[src/rtl/fp_pkg.sv]
// Shared FPU definitions: operand classification and integer-range helpers.
package fp_pkg;

    typedef enum logic [1:0] {
        OP_NORMAL = 2'b00,
        OP_NAN    = 2'b01,
        OP_PINF   = 2'b10,
        OP_NINF   = 2'b11
    } opType_t;

    function automatic int fpBias(input int expWidth);
        return (1 << (expWidth - 1)) - 1;
    endfunction

    function automatic logic [63:0] intMax(input int logWidth);
        return (64'd1 << ((1 << logWidth) - 1)) - 64'd1;
    endfunction

    function automatic logic [63:0] intMin(input int logWidth);
        return 64'd1 << ((1 << logWidth) - 1);
    endfunction

endpackage

[src/rtl/fp_to_int_pipelined_if.sv]
// Operand/result bundle between the FPU issue logic and the float-to-int converter.
interface fp_to_int_pipelined_if #(
    parameter int LOGWIDTH = 5
);
    localparam int W = 2**LOGWIDTH;

    logic [W-1:0] diA;
    logic         ciValid;
    logic         ciTrunc;
    logic         ciStallA;
    logic [W-1:0] doY;
    logic         coValid;
    logic         coInvalid;
    logic         coInexact;

    modport master (
        output diA, ciValid, ciTrunc, ciStallA,
        input  doY, coValid, coInvalid, coInexact
    );

    modport slave (
        input  diA, ciValid, ciTrunc, ciStallA,
        output doY, coValid, coInvalid, coInexact
    );
endinterface

[src/rtl/PipelineReg.sv]
// Generic enabled pipeline register with asynchronous active-high clear.
module PipelineReg #(
    parameter int WIDTH = 1
) (
    input  logic             clk,
    input  logic             ci_rst,
    input  logic             ciEn,
    input  logic [WIDTH-1:0] diD,
    output logic [WIDTH-1:0] doQ
);
    always_ff @(posedge clk or posedge ci_rst) begin
        if (ci_rst)
            doQ <= '0;
        else if (ciEn)
            doQ <= diD;
    end
endmodule

[src/rtl/fpc_align.sv]
// Combinational aligner: places the significand at its integer weight and
// extracts the guard bit and sticky OR of everything below it.
module fpc_align #(
    parameter int LOGWIDTH  = 5,
    parameter int EXPWIDTH  = 8,
    parameter int MANTWIDTH = 23
) (
    input  logic [MANTWIDTH:0]        diM,
    input  logic signed [EXPWIDTH:0]  diE,
    output logic [2**LOGWIDTH-1:0]    doMag,
    output logic                      doGuard,
    output logic                      doSticky,
    output logic                      doOvf
);
    localparam int W = 2**LOGWIDTH;
    localparam logic signed [EXPWIDTH:0] E_MAX  = (EXPWIDTH+1)'(W - 1);
    localparam logic signed [EXPWIDTH:0] E_NEG1 = '1;

    // Fixed point with W integer and W fraction bits; the leading 1 sits at bit W.
    logic [2*W-1:0] fixedM;
    logic [2*W-1:0] shifted;

    assign fixedM  = {{(W-1){1'b0}}, diM, {(W-MANTWIDTH){1'b0}}};
    assign shifted = fixedM << diE[LOGWIDTH-1:0];

    always_comb begin
        doOvf = diE > E_MAX;
        if (diE[EXPWIDTH]) begin
            doMag    = '0;
            doGuard  = (diE == E_NEG1);
            doSticky = (diE != E_NEG1) | (|diM[MANTWIDTH-1:0]);
        end else begin
            doMag    = shifted[2*W-1:W];
            doGuard  = shifted[W-1];
            doSticky = |shifted[W-2:0];
        end
    end
endmodule

[src/rtl/fp_to_int_pipelined.sv]
// Two-stage IEEE-754 to two's-complement integer converter (truncate or RNE).
module fp_to_int_pipelined
    import fp_pkg::*;
#(
    parameter int LOGWIDTH  = 5,
    parameter int EXPWIDTH  = 8,
    parameter int MANTWIDTH = 23
) (
    input  logic                  clk,
    input  logic                  ci_rst,
    fp_to_int_pipelined_if.slave  bus
);
    localparam int W    = 2**LOGWIDTH;
    localparam int BIAS = fpBias(EXPWIDTH);
    localparam logic [W-1:0] INT_MAX = W'(intMax(LOGWIDTH));
    localparam logic [W-1:0] INT_MIN = W'(intMin(LOGWIDTH));

    if (W != EXPWIDTH + MANTWIDTH + 1) begin : g_badWidths
        $error("fp_to_int_pipelined: 2**LOGWIDTH must equal EXPWIDTH+MANTWIDTH+1");
    end

    typedef struct packed {
        logic         valid;
        logic         trunc;
        logic         sign;
        opType_t      op;
        logic         ovf;
        logic         guard;
        logic         sticky;
        logic [W-1:0] mag;
    } stageA_t;

    typedef struct packed {
        logic         valid;
        logic [W-1:0] y;
        logic         invalid;
        logic         inexact;
    } stageB_t;

    logic                   sA;
    logic [EXPWIDTH-1:0]    expA;
    logic [MANTWIDTH-1:0]   fracA;
    logic signed [EXPWIDTH:0] eA;
    logic [W-1:0]           alMag;
    logic                   alGuard, alSticky, alOvf;
    stageA_t                aIn, aQ;
    stageB_t                bIn, bQ;

    assign {sA, expA, fracA} = bus.diA;
    assign eA = $signed({1'b0, expA}) - $signed((EXPWIDTH+1)'(BIAS));

    fpc_align #(
        .LOGWIDTH  (LOGWIDTH),
        .EXPWIDTH  (EXPWIDTH),
        .MANTWIDTH (MANTWIDTH)
    ) u_align (
        .diM      ({1'b1, fracA}),
        .diE      (eA),
        .doMag    (alMag),
        .doGuard  (alGuard),
        .doSticky (alSticky),
        .doOvf    (alOvf)
    );

    always_comb begin
        aIn        = '0;
        aIn.valid  = bus.ciValid;
        aIn.trunc  = bus.ciTrunc;
        aIn.sign   = sA;
        aIn.mag    = alMag;
        aIn.guard  = alGuard;
        aIn.sticky = alSticky;
        aIn.ovf    = alOvf;
        if (&expA)
            aIn.op = (|fracA) ? OP_NAN : (sA ? OP_NINF : OP_PINF);
        else
            aIn.op = OP_NORMAL;
        // Denormals flush to zero; sticky alone carries the inexact flag, so no rounding up.
        if (expA == '0) begin
            aIn.mag    = '0;
            aIn.guard  = 1'b0;
            aIn.sticky = |fracA;
            aIn.ovf    = 1'b0;
        end
    end

    PipelineReg #(.WIDTH($bits(stageA_t))) u_pr1 (
        .clk    (clk),
        .ci_rst (ci_rst),
        .ciEn   (!bus.ciStallA),
        .diD    (aIn),
        .doQ    (aQ)
    );

    logic [W:0] magR;
    logic       incB, rangeOvf, invB;

    always_comb begin
        incB = !aQ.trunc & aQ.guard & (aQ.sticky | aQ.mag[0]);
        magR = {1'b0, aQ.mag} + (W+1)'(incB);
        // Negative side allows exactly 2**(W-1); positive side stops one short.
        rangeOvf = aQ.sign ? (magR[W] | (magR[W-1] & (|magR[W-2:0])))
                           : (magR[W] | magR[W-1]);
        invB = aQ.ovf | (aQ.op != OP_NORMAL) | rangeOvf;

        bIn         = '0;
        bIn.valid   = aQ.valid & !bus.ciStallA;
        bIn.invalid = invB;
        bIn.inexact = !invB & (aQ.guard | aQ.sticky);
        if (invB)
            bIn.y = (aQ.op == OP_NAN || !aQ.sign) ? INT_MAX : INT_MIN;
        else
            bIn.y = aQ.sign ? -magR[W-1:0] : magR[W-1:0];
    end

    PipelineReg #(.WIDTH($bits(stageB_t))) u_pr2 (
        .clk    (clk),
        .ci_rst (ci_rst),
        .ciEn   (1'b1),
        .diD    (bIn),
        .doQ    (bQ)
    );

    assign bus.doY       = bQ.y;
    assign bus.coValid   = bQ.valid;
    assign bus.coInvalid = bQ.invalid;
    assign bus.coInexact = bQ.inexact;
endmodule

[src/flat_wrapper.sv]
// flat-port wrapper written by rule: the top's interface ports become plain ports
module fp_to_int_pipelined_flat import fp_pkg::*;
#(
    parameter int LOGWIDTH  = 5,
    parameter int EXPWIDTH  = 8,
    parameter int MANTWIDTH = 23
)
  (clk, ci_rst, bus_diA, bus_ciValid, bus_ciTrunc, bus_ciStallA, bus_doY, bus_coValid, bus_coInvalid, bus_coInexact);
  fp_to_int_pipelined_if #(.LOGWIDTH(LOGWIDTH)) bus_i ();
  input  logic clk;
  input  logic ci_rst;
  input wire logic [$bits(bus_i.diA)-1:0] bus_diA;
  input wire logic [$bits(bus_i.ciValid)-1:0] bus_ciValid;
  input wire logic [$bits(bus_i.ciTrunc)-1:0] bus_ciTrunc;
  input wire logic [$bits(bus_i.ciStallA)-1:0] bus_ciStallA;
  output wire logic [$bits(bus_i.doY)-1:0] bus_doY;
  output wire logic [$bits(bus_i.coValid)-1:0] bus_coValid;
  output wire logic [$bits(bus_i.coInvalid)-1:0] bus_coInvalid;
  output wire logic [$bits(bus_i.coInexact)-1:0] bus_coInexact;
  assign bus_i.diA = bus_diA;
  assign bus_i.ciValid = bus_ciValid;
  assign bus_i.ciTrunc = bus_ciTrunc;
  assign bus_i.ciStallA = bus_ciStallA;
  assign bus_doY = bus_i.doY;
  assign bus_coValid = bus_i.coValid;
  assign bus_coInvalid = bus_i.coInvalid;
  assign bus_coInexact = bus_i.coInexact;
  fp_to_int_pipelined #(.LOGWIDTH(LOGWIDTH), .EXPWIDTH(EXPWIDTH), .MANTWIDTH(MANTWIDTH)) u_core (.clk(clk), .ci_rst(ci_rst), .bus(bus_i));
endmodule
[config.mk]
export PLATFORM = sky130hd
export DESIGN_NAME = fp_to_int_pipelined_flat
export DESIGN_NICKNAME = d
export VERILOG_FILES = /design/src/rtl/fp_pkg.sv /design/src/rtl/fp_to_int_pipelined_if.sv /design/src/rtl/PipelineReg.sv /design/src/rtl/fpc_align.sv /design/src/rtl/fp_to_int_pipelined.sv /design/src/flat_wrapper.sv
export SDC_FILE = /design/constraint.sdc
export NUM_CORES = 1
export LEC_CHECK = 0
export BUFFER_PORTS_ARGS = -buffer_cell sky130_fd_sc_hd__buf_4
export CAP_MARGIN = 10
export CORE_MARGIN = 2
export CORE_UTILIZATION = 45
export CTS_CLUSTER_DIAMETER = 150
export DETAILED_ROUTE_END_ITERATION = 8
export HOLD_SLACK_MARGIN = 0.15
export PLACE_DENSITY = 0.66
export SLEW_MARGIN = 20
export SYNTH_ARGS = -nofsm -noshare
export SYNTH_HDL_FRONTEND = slang
export SYNTH_SLANG_ARGS = --single-unit
[constraint.sdc]
create_clock -name clk -period 5.6 [get_ports clk]
set_input_delay 0.28 -clock clk [delete_from_list [all_inputs] [get_ports clk]]
set_output_delay 0.28 -clock clk [all_outputs]
set_load 0.01 [all_outputs]
## After elaboration in Yosys (flattened, before gate mapping)

Index checks and enable logic that the tools add are counted.
W data, S select, Z words.

| word-level totals | value |
|---|---|
| register bits | 75 |
| bits of input ports | 37 |
| output and inout port bits | 35 |
| word-level logic and storage cells | 44 |

| operators by class | value |
|---|---|
| add/subtract/negate cells | 3 |
| magnitude comparators | 1 |
| equal/unequal tests | 3 |
| shift operators | 1 |
| mux-type cells | 11 |
| bitwise logic cells | 12 |
| reduce and logical (&&, ||, !) cells | 11 |

Operator list:

| kind | count |
|---|---|
| $mux W32 | 4 |
| $shl A33 B5 Y64 | 1 |
| $reduce_or A31 Y1 | 2 |
| $mux W35 | 1 |
| $add A32 B1 Y33 | 1 |
| $neg A32 Y32 | 1 |
| $reduce_or A23 Y1 | 1 |
| $eq A9 B1 Y1 const B | 1 |
| $gt A9 B6 Y1 const B | 1 |
| $ne A9 B1 Y1 const B | 1 |
| $sub A8 B7 Y9 const B | 1 |
| $logic_not A8 Y1 | 1 |
| $reduce_and A8 Y1 | 1 |
| $or A1 B1 Y1 | 7 |
| $and A1 B1 Y1 | 5 |
| $logic_not A1 Y1 | 4 |
| $mux W1 | 4 |
| $mux W2 | 2 |
| $eq A2 B1 Y1 const B | 1 |
| $reduce_bool A2 Y1 | 1 |
| $logic_or A1 B1 Y1 | 1 |

## Longest topological paths before layout

Gate-level depths: netlist of the first run.

| depth | value |
|---|---|
| depth in word-level cells | 11 |
| gate-level depth with buffers | 17 |
| depth with buffers taken out | 14 |

## By module

Synthesis of the first run repeated with hierarchy kept, for this count alone.

| second synthesis, totals | value |
|---|---|
| cell total of the unflattened synthesis | 780 |
| area total of the unflattened synthesis | 7487.2 um^2 |

Modules (own cells, without submodules):

| module | times used | cells each | area each (um^2) | sequential area each (um^2) |
|---|---|---|---|---|
| fp_to_int_pipelined | 1 | 386 | 2760.1 | 0.0 |
| fpc_align | 1 | 234 | 1769.2 | 0.0 |
| PipelineReg at u_core.u_pr1 | 1 | 85 | 1500.2 | 1001.0 |
| PipelineReg at u_core.u_pr2 | 1 | 75 | 1457.6 | 875.8 |

## Worst setup path before layout of the first run

OpenSTA, ideal clock, no wires.

| timing path | value |
|---|---|
| path kind | reg2reg |
| start point | reg u_core.u_pr1.doQ[32] |
| end point | reg u_core.u_pr2.doQ[26] |
| setup time | 0.125 ns |
| arrival time | 3.854 ns |
| required time | 5.475 ns |
| path slack | 1.621 ns |
| stages on the path, launching flop included | 16 |
| buffers on the path | 3 |
| clock period less this slack | 3.979 ns |
| cells stage by stage | dfrtp_1 nor2_1 nor3b_1 ha_1 ha_1 nand4_1 buf_2 or4_1 a311oi_2 nand4_1 or4_1 buf_2 o41ai_2 nand2_2 buf_6 mux2_4 |

RTL lines:

| what | line | source |
|---|---|---|
| start: declaration | PipelineReg.sv:9 | `output logic [WIDTH-1:0] doQ` |
| start signal: assignment | PipelineReg.sv:15 | `doQ <= diD;` |
| end signal: assignment | PipelineReg.sv:15 |  |
| end: declaration | PipelineReg.sv:9 |  |

==> results of run 1 <==
synth_stat cells (5+ instances only):
master	number	area, µm²
nor2_1	56	210
nand3_1	21	105
or3_1	8	50.1
o31ai_1	11	82.6
nor3_1	17	85.1
inv_1	18	67.6
a22o_1	9	78.8
o21ai_0	76	380
nand4_1	17	106
mux4_2	11	248
a21oi_1	25	125
or4_1	9	67.6
nand2_1	74	278
nand2b_1	7	43.8
xnor2_1	36	315
and3_1	5	31.3
buf_2	10	50.1
xor2_1	27	236
a31oi_1	9	56.3
ha_1	6	75.1
mux2_2	11	124
clkbuf_1	38	143
nor4_1	22	138
mux2i_1	36	360
dfrtp_1	75	1880
per-stage QoR:
stage	hold slack [ns]	setup slack (ns)	instances	utilization
after floorplan	0.431	1.62	717	-
after global placement	0.464	0.947	920	0.505
after detailed placement	0.478	0.771	920	0.505
after CTS	0.172	0.708	936	0.529
after global routing	0.171	0.358	936	0.529
final	0.181	0.717	936	0.529
cell families after synthesis:
| kind of cell | after synthesis | share of synthesized area |
|---|---|---|
| and+or+nand+nor | 263 | 0.220 |
| AOI/OAI and AO/OA | 176 | 0.190 |
| buffers and inverters | 75 | 0.0524 |
| DFF | 75 | 0.311 |
| xor gates and xnor gates | 63 | 0.0913 |
| muxes | 59 | 0.124 |
| adders and majority gates | 6 | 0.0124 |
flip-flops by register name, indices dropped and copies added (netlist names):
| register | count |
|---|---|
| u_core.u_pr1.doQ | 40 |
| u_core.u_pr2.doQ | 35 |
worst max-delay path by stage:
stage	startpoint	to	slack, ns	cells past startpoint
after floorplan	u_core.u_pr1.doQ[32]	u_core.u_pr2.doQ[26]	1.62	15
after global placement	u_core.u_pr1.doQ[32]	u_core.u_pr2.doQ[26]	0.95	12
after detailed placement	u_core.u_pr1.doQ[32]	u_core.u_pr2.doQ[26]	0.77	12
after CTS	u_core.u_pr1.doQ[32]	u_core.u_pr2.doQ[26]	0.71	12
after global routing	u_core.u_pr1.doQ[32]	u_core.u_pr2.doQ[3]	0.36	12
final	u_core.u_pr1.doQ[32]	u_core.u_pr2.doQ[26]	0.72	12
power by group through the flow:
stage,combinational [µW],sequential [µW],clock [µW]
floorplan,432,698,0
global placement,637,702,0
detailed placement,648,704,0
CTS,649,695,625
global route,716,709,657
finish,649,695,612
cell usage in the layout, fill, tap and decap left out, drive strengths merged, types with 8 or more instances in the layout:
cell,n
a21oi,25
a22o,9
a31oi,9
buf,83
clkbuf,9
dfrtp,75
inv,19
mux2,12
mux2i,36
mux4,11
nand2,75
nand3,23
nand4,17
nor2,56
nor3,17
nor4,24
o21ai,77
o31ai,11
or3,8
or4,9
xnor2,36
xor2,27
metal layers:
layer,global-route usage,vias up,share of wire
li1,-,2719,-
met1,0.296,2602,0.46
met2,0.355,157,0.47
met3,0.0214,26,0.040
met4,0.0971,0,0.032
met5,0,-,0
final cells by class:
| type | count | area (µm²) | share of cell area |
|---|---|---|---|
| timing repair buffer | 83 | 623 | 0.0892 |
| inverter | 19 | 71.3 | 0.0102 |
| sequential | 75 | 1880 | 0.269 |
| clock buffer | 9 | 225 | 0.0323 |
| multi-input combinational | 567 | 3860 | 0.553 |
| tap | 176 | 220 | 0.0315 |
| clock inverter | 7 | 101 | 0.0145 |
==> run_results.csv, run 1 <==
group,metric,value,unit
sta,slew_headroom,0.305,
pwr,power_density,280,mW/mm²
routing,viasPerCell,5.88,
grt,track_usage,0.218,
synthesis,synth_edf_count,0,
sta,maxSlewViolCount,0,
sta,rsz0062_at_grt,"false",
grt,grt_pass1_wl,25.7,mm
sta,setup_tns,0,ns
placement,finalWeightedCongestion,0.922,
setup_path,critPathMaxFanout,32,
setup_path,startpoint_type,"flip-flop",
die,die_h,120,µm
routing,routed_wl,15.1,mm
synthesis,synth_cell_type_count,69,
placement,dpl-instance-area,0.00666,mm²
pwr,p_seq_frac,0.355,
routing,wire_per_inst,16.2,µm
die,die_w,120,µm
placement,dp_hpwl,12.0,mm
synthesis,async_flop_share,1.00,
setup_path,cpLargestDelayFamily,"simple AND/OR/NAND/NOR gates",
worst_hold_path,hold_class,"in2reg",
pwr,p_switching,644,µW
final_layout,final_cell_area,0.00698,mm²
clock_network,cts_hold_buffers,0,
pwr,p_leak,0.00287,µW
synthesis,ys_seq_area_frac,0.311,
pwr,p_comb_frac,0.332,
pwr,internal-power,1310,µW
synthesis,syn_area,0.00604,mm²
setup_path,rrSetupSlack,0.72,ns
worst_hold_path,holdPathEnd,"u_core.u_pr1.doQ[39]",
final_layout,antennaDiodeCount,0,
die,num_rows,42,
grt,overflow,0,
worst_hold_path,hp-start,"bus_ciValid",
final_layout,drive_gt1_frac,0.183,
synthesis,syn_area_per_cell,8.43,µm²
clock_network,clockRootBuffer,"clkbuf_16",
clock_network,postCtsResizedCells,0,
setup_path,cp_num_buf_inv,0,
clock_network,cts_tree,"yes",
final_layout,final_nets,798,
pwr,p_sw_frac,0.329,
final_layout,areaGrowthSynthToFinish,15.5,%
sta,finalCritPeriodShare,0.872,
clock_network,cts.sinks,75,
sta,max_slew.worst_pin.slew,1.04,ns
routing,drc,0,
setup_path,r2r-end,"u_core.u_pr2.doQ[26]",
die,io_pins,72,
synthesis,synth_nets,760,
synthesis,synthFlopType,"dfrtp_1",
die,core,0.0132,mm²
synthesis,ys_seq_elements,75,
grt,antenna_found_initial,0,
pwr,power.total,1960,µW
pwr,peakVddDrop,184,µV
setup_path,reg2reg_depth,12,
routing,num_vias,5504,
setup_path,cp_slowest_cell,"or4_1",
pwr,clkPwrFrac,0.313,
placement,port_buffers,71,
routing,dr.pass1.iters,5,
clock_network,clk_pin_slew,0.06,ns
setup_path,worstSetupEndpointType,"flip-flop",
grt,first_global_vias,5120,
setup_path,critical_path_class,"reg2reg",
grt,grt_max_degree,76,
synthesis,synth_cells,717,
die,initial_core_util,0.458,
setup_path,slowest_delay,0.81,ns
status,status,"complete, no violations",
clock_network,cts_inserted_buffers,9,
sta,finalClockSkew,0.00864,ns
clock_network,insertion_delay,0.33,ns
worst_hold_path,holdPathStages,2,
routing,postRouteAntennaNets,0,
clock_network,h-tree-depth,3,
clock_network,postCtsSetupBuffers,0,
sta,max_freq,205,MHz
setup_path,r2r_start,"u_core.u_pr1.doQ[32]",
sta,report.final.setup_viol,0,
sta,period_needed,4.88,ns
setup_path,cp_data_required_time,5.82,ns
routing,drt_iter0_drc,365,
die,design.die.area,0.0144,mm²
sta,hold_viol,0,
setup_path,cp.arrival,5.10,ns
final_layout,nFillCells,1211,
run,cap_violations,0,
clock_network,clock_path_buffers,2,
synthesis,yosysWarnings,0,
setup_path,crit_chain,"nor2_1 -> nor3b_1 -> ha_1 -> ha_1 -> nand4_1 -> or4_1 -> o21a_1 -> or2_1 -> or4_1 -> o41ai_2 -> nand2_2 -> mux2_4",
No activity file was read; power rests on OpenSTA's default activity.
==> run 2: changes to the inputs <==
--- a/config.mk
+++ b/config.mk
@@ -8,11 +8,11 @@
 export BUFFER_PORTS_ARGS = -buffer_cell sky130_fd_sc_hd__buf_4
 export CAP_MARGIN = 10
 export CORE_MARGIN = 2
-export CORE_UTILIZATION = 45
+export CORE_UTILIZATION = 55
 export CTS_CLUSTER_DIAMETER = 150
 export DETAILED_ROUTE_END_ITERATION = 8
 export HOLD_SLACK_MARGIN = 0.15
-export PLACE_DENSITY = 0.66
+export PLACE_DENSITY = 0.78
 export SLEW_MARGIN = 20
 export SYNTH_ARGS = -nofsm -noshare
 export SYNTH_HDL_FRONTEND = slang
==> run 2 against run 1 <==
  * Clock skew barely moved
  * Clock power fell by 25%
  * Sequential share of layout area rose by 0.52 points
  * Cell area fell by 1.9%
  * Cell count fell by 3.7%
  * Register-to-register slack improved by 0.04 ns
  * Routed wire length fell by 2.6%
  * Global-route usage rose by 3.8 points
  * Flip-flop and latch count did not move
  * Combinational power barely moved
  * Power fell by 7.7%
  * Largest cell class unchanged
  * Largest power group unchanged
  * Highest routed layer unchanged
==> run_results.csv, run 2 (synthesis gave the netlist of run 1 again) <==
group,metric,value,unit
setup_path,cp.arrival,5.09,ns
routing,dr.pass1.iters,5,
final_layout,mostFrequentLayoutCell,"buf_4",
sta,hold_viol,0,
final_layout,drive_gt1_frac,0.181,
final_layout,final_cell_mix,"buf_4, o21ai_0, dfrtp_1, nand2_1, nor2_1",
clock_network,cts_tree,"yes",
grt,overflow,0,
clock_network,clk_pin_slew,0.08,ns
pwr,peakVddDrop,171,µV
setup_path,worstSetupEndpointType,"flip-flop",
grt,track_usage,0.257,
final_layout,post-route-util,0.635,
sta,finalClockSkew,0.00876,ns
clock_network,h-tree-depth,3,
final_layout,final_nets,799,
sta,max_freq,206,MHz
sta,setup_tns,0,ns
grt,first_global_vias,4949,
final_layout,largest_reg_flops,40,
sta,report.final.setup_viol,0,
sta,period_needed,4.85,ns
die,die_w,109,µm
setup_path,critPathMaxFanout,32,
routing,drt_iter0_drc,342,
die,num_rows,38,
routing,wire_per_inst,16.4,µm
setup_path,startpoint_type,"flip-flop",
final_layout,reg_top3,"u_core.u_pr1.doQ x40, u_core.u_pr2.doQ x35",
pwr,p_switching,614,µW
final_layout,antennaDiodeCount,0,
setup_path,cp_data_required_time,5.84,ns
pwr,p_comb_frac,0.360,
clock_network,clockRootBuffer,"clkbuf_8",
final_layout,final_cell_area,0.00685,mm²
run,cap_violations,0,
grt,grt_pass1_wl,24.1,mm
clock_network,clock_path_buffers,2,
clock_network,cts.sinks,75,
sta,worst_hold_slack,0.176,ns
sta,maxSlewViolCount,0,
pwr,clkPwrFrac,0.255,
clock_network,cts_inserted_buffers,9,
routing,routed_wl,14.7,mm
pwr,p_seq_frac,0.384,
sta,rsz0062_at_grt,"false",
routing,drc,0,
setup_path,critical_path_class,"reg2reg",
sta,slew_headroom,0.278,
clock_network,insertion_delay,0.36,ns
routing,postRouteAntennaNets,0,
clock_network,postCtsResizedCells,0,
die,initial_core_util,0.560,
placement,port_buffers,71,
die,core,0.0108,mm²
sta,finalCritPeriodShare,0.866,
die,die_h,109,µm
pwr,power.total,1810,µW
sta,max_slew.worst_pin.slew,1.08,ns
pwr,p_leak,0.00284,µW
grt,antenna_found_initial,0,
worst_hold_path,hold_class,"in2reg",
die,io_pins,72,
die,design.die.area,0.0118,mm²
routing,viasPerCell,6.16,
status,status,"complete, no violations",
grt,grt_max_degree,76,
pwr,p_sw_frac,0.340,
routing,num_vias,5550,
placement,dpl-instance-area,0.00660,mm²
placement,dp_hpwl,11.6,mm
pwr,power_density,264,mW/mm²
pwr,internal-power,1190,µW
placement,finalWeightedCongestion,0.933,
final_layout,top_register,"u_core.u_pr1.doQ",
final_layout,areaGrowthSynthToFinish,13.4,%
## run 2: cell type report
| class | instances | area (µm²) |
|---|---|---|
| inverter | 19 | 71.3 |
| clock buffer | 11 | 151 |
| fill | 918 | 3940 |
| sequential | 75 | 1880 |
| timing repair buffer | 84 | 636 |
| tap | 140 | 175 |
| multi-input combinational | 567 | 3860 |
| clock inverter | 5 | 75.1 |
## run 2: power by group through the flow
stage	clock (µW)	combinational, µW	sequential (µW)
after floorplan	0	432	698
after global placement	0	627	700
after detailed placement	0	644	704
after CTS	469	648	693
after global routing	490	716	706
final	461	651	694
## run 2: metrics by stage
stage	worst slack (ns)	instances
finish	0.752	901
global route	0.378	901
CTS	0.754	901
detailed placement	0.793	883
global placement	0.987	883
floorplan	1.62	717
## run 2: path summary, 6_finish.rpt
kind	startpoint	to	slack [ns]	depth (start not counted)
max in group asynchronous	ci_rst	u_core.u_pr1.doQ[15]	4.85	3
min in group asynchronous	ci_rst	u_core.u_pr1.doQ[36]	0.19	3
min	bus_diA[31]	u_core.u_pr1.doQ[37]	0.18	2
max reg2reg	u_core.u_pr1.doQ[32]	u_core.u_pr2.doQ[26]	0.75	12
max	u_core.u_pr1.doQ[32]	u_core.u_pr2.doQ[26]	0.75	12
min reg2reg	u_core.u_pr1.doQ[39]	u_core.u_pr2.doQ[34]	0.49	1
## run 2: worst max-delay path: stages, from the launching register on
cell     delay (ns)
dfrtp_1        0.40
nor2_1         0.07
nor3b_1        0.19
ha_1           0.28
ha_1           0.31
nand4_1        0.39
or4_1          0.79
o21a_1         0.25
or2_1          0.24
or4_1          0.67
o41ai_2        0.35
nand2_2        0.38
mux2_4         0.40
## run 2: layer usage
metal,global-route usage,up-vias,part of all wire
li1,-,2733,-
met1,0.323,2601,0.43
met2,0.445,188,0.49
met3,0.0323,28,0.046
met4,0.110,0,0.030
met5,0,-,0
## run 2: timing repair
action	CTS	global route
setup buffers	0	0
hold buffers	2	0
hold endpoints to repair	2	0
==> run 3: changes to the inputs <==
--- a/config.mk
+++ b/config.mk
@@ -7,6 +7,7 @@
 export LEC_CHECK = 0
 export BUFFER_PORTS_ARGS = -buffer_cell sky130_fd_sc_hd__buf_4
 export CAP_MARGIN = 10
+export CORE_ASPECT_RATIO = 2
 export CORE_MARGIN = 2
 export CORE_UTILIZATION = 55
 export CTS_CLUSTER_DIAMETER = 150
==> run 3 against run 2 <==
  * Clock skew is 0.00066 ns lower
  * Power increased by 11%
  * Setup slack gained 0.021 ns
  * Routed wire length rose by 8.7%
  * Cell count decreased by 0.22%
  * First-iteration DRC count is 55% higher
  * Clock power rose by 41%
  * Critical path type unchanged
==> run_results.csv, run 3 (synthesis gave the netlist of run 1 again) <==
group,metric,value,unit
clock_network,h-tree-depth,3,
clock_network,postCtsSetupBuffers,0,
routing,viasPerCell,6.34,
placement,port_buffers,71,
pwr,p_leak,0.00288,µW
die,io_pins,72,
setup_path,cp_slowest_cell,"or4_1",
setup_path,cp_num_buf_inv,0,
sta,slew_headroom,0.303,
pwr,p_sw_frac,0.324,
setup_path,slowest_delay,0.81,ns
die,num_rows,54,
grt,track_usage,0.281,
setup_path,cp_data_required_time,5.82,ns
final_layout,antennaDiodeCount,0,
grt,first_global_vias,5588,
sta,rsz0062_at_grt,"false",
clock_network,cts_tree,"yes",
pwr,p_switching,647,µW
final_layout,drive_gt1_frac,0.182,
die,design.die.area,0.0119,mm²
die,initial_core_util,0.559,
clock_network,postCtsResizedCells,0,
final_layout,final_nets,797,
setup_path,crit_cells,12,
status,status,"complete, no violations",
pwr,internal-power,1350,µW
sta,max_freq,207,MHz
sta,finalCritPeriodShare,0.862,
routing,wire_per_inst,17.8,µm
final_layout,mostFrequentLayoutCell,"buf_4",
placement,finalWeightedCongestion,0.944,
final_layout,final_cell_area,0.00695,mm²
routing,routed_wl,16.0,mm
routing,num_vias,5700,
die,die_w,78.1,µm
sta,finalClockSkew,0.00810,ns
pwr,clkPwrFrac,0.326,
pwr,peakVddDrop,183,µV
clock_network,clk_pin_slew,0.06,ns
final_layout,areaGrowthSynthToFinish,14.9,%
clock_network,cts_hold_buffers,0,
setup_path,cp.arrival,5.05,ns
run,cap_violations,0,
setup_path,crit_start,"u_core.u_pr1.doQ[32]",
clock_network,clockRootBuffer,"clkbuf_16",
placement,dpl-instance-area,0.00660,mm²
routing,drt_iter0_drc,529,
sta,max_slew.worst_pin.slew,1.04,ns
final_layout,reg_top3,"u_core.u_pr1.doQ x40, u_core.u_pr2.doQ x35",
setup_path,crit_chain,"nor2_1 -> nor3b_1 -> ha_1 -> ha_1 -> nand4_1 -> or4_1 -> o21a_1 -> or2_1 -> or4_1 -> o41ai_2 -> nand2_2 -> mux2_4",
clock_network,cts.sinks,75,
setup_path,worstSetupEndpointType,"flip-flop",
pwr,power.total,2000,µW
setup_path,cpLargestDelayFamily,"simple AND/OR/NAND/NOR gates",
worst_hold_path,hold_class,"in2reg",
sta,period_needed,4.83,ns
grt,overflow,0,
grt,grt_max_degree,76,
final_layout,final_cell_mix,"buf_4, o21ai_0, dfrtp_1, nand2_1, nor2_1",
worst_hold_path,holdPathStages,2,
setup_path,startpoint_type,"flip-flop",
placement,dp_hpwl,12.7,mm
sta,maxSlewViolCount,0,
routing,dr.pass1.iters,6,
die,die_h,152,µm
routing,postRouteAntennaNets,0,
routing,drc,0,
grt,grt_pass1_wl,26.6,mm
grt,antenna_found_initial,0,
die,core,0.0108,mm²
sta,report.final.setup_viol,0,
worst_hold_path,hp-start,"bus_ciValid",
setup_path,critical_path_class,"reg2reg",
pwr,p_seq_frac,0.345,
pwr,power_density,288,mW/mm²
final_layout,largest_reg_flops,40,
pwr,p_comb_frac,0.329,
clock_network,cts_inserted_buffers,9,
sta,hold_viol,0,
sta,setup_tns,0,ns
setup_path,critPathMaxFanout,32,
final_layout,post-route-util,0.642,
clock_network,insertion_delay,0.35,ns
setup_path,reg2reg_depth,12,
setup_path,r2r_start,"u_core.u_pr1.doQ[32]",
clock_network,clock_path_buffers,2,
final_layout,top_register,"u_core.u_pr1.doQ",
run 3: changes by cell type in the layout (fill, tap and decap cells not counted), sizes merged:
cell / change
dlygate4sd3: -2
bufinv: +1
clkbuf: -2
clkinvlp: +1
run 3: per-stage QoR:
step,setup slack [ns],cells,hold WS [ns]
2_1_floorplan,1.62,717,0.431
3_3_place_gp,0.944,883,0.471
3_5_place_dp,0.787,883,0.488
4_1_cts,0.780,899,0.174
5_1_grt,0.303,899,0.177
6_report,0.773,899,0.173
run 3: power groups by stage:
| stage | Sequential [µW] | Combinational, µW | Clock [µW] |
|---|---|---|---|
| after floorplan | 698 | 432 | 0 |
| after global placement | 695 | 637 | 0 |
| after detailed placement | 698 | 652 | 0 |
| after CTS | 689 | 656 | 651 |
| after global routing | 700 | 725 | 687 |
| final | 690 | 659 | 651 |
run 3: worst register-to-register path, cell delays in order, from the launching register on:
cell	delay [ns]
dfrtp_1	0.38
nor2_1	0.06
nor3b_1	0.19
ha_1	0.27
ha_1	0.30
nand4_1	0.40
or4_1	0.81
o21a_1	0.25
or2_1	0.24
or4_1	0.69
o41ai_2	0.34
nand2_2	0.36
mux2_4	0.40
run 3: path summary, 6_finish.rpt:
check                                  endpoint  slack (ns)
min reg2reg                u_core.u_pr2.doQ[34]        0.50
max reg2reg                u_core.u_pr2.doQ[26]        0.77
min in group asynchronous   u_core.u_pr2.doQ[0]        0.20
max                        u_core.u_pr2.doQ[26]        0.77
max in group asynchronous  u_core.u_pr1.doQ[13]        4.81
min                        u_core.u_pr1.doQ[39]        0.17
run 3: cell type report:
type,count,area (µm²)
clock inverter,7,116
timing repair buffer,82,616
sequential,75,1880
clock buffer,9,225
fill,928,3860
multi-input combinational,567,3860
inverter,19,71.3
tap,140,175
run 3: routing by layer:
layer	wire length [µm]	up-vias	GRT usage
met4	1110	0	0.211
met5	0	-	0
met3	670	70	0.0409
met2	9090	209	0.521
li1	-	2710	-
met1	5160	2711	0.268
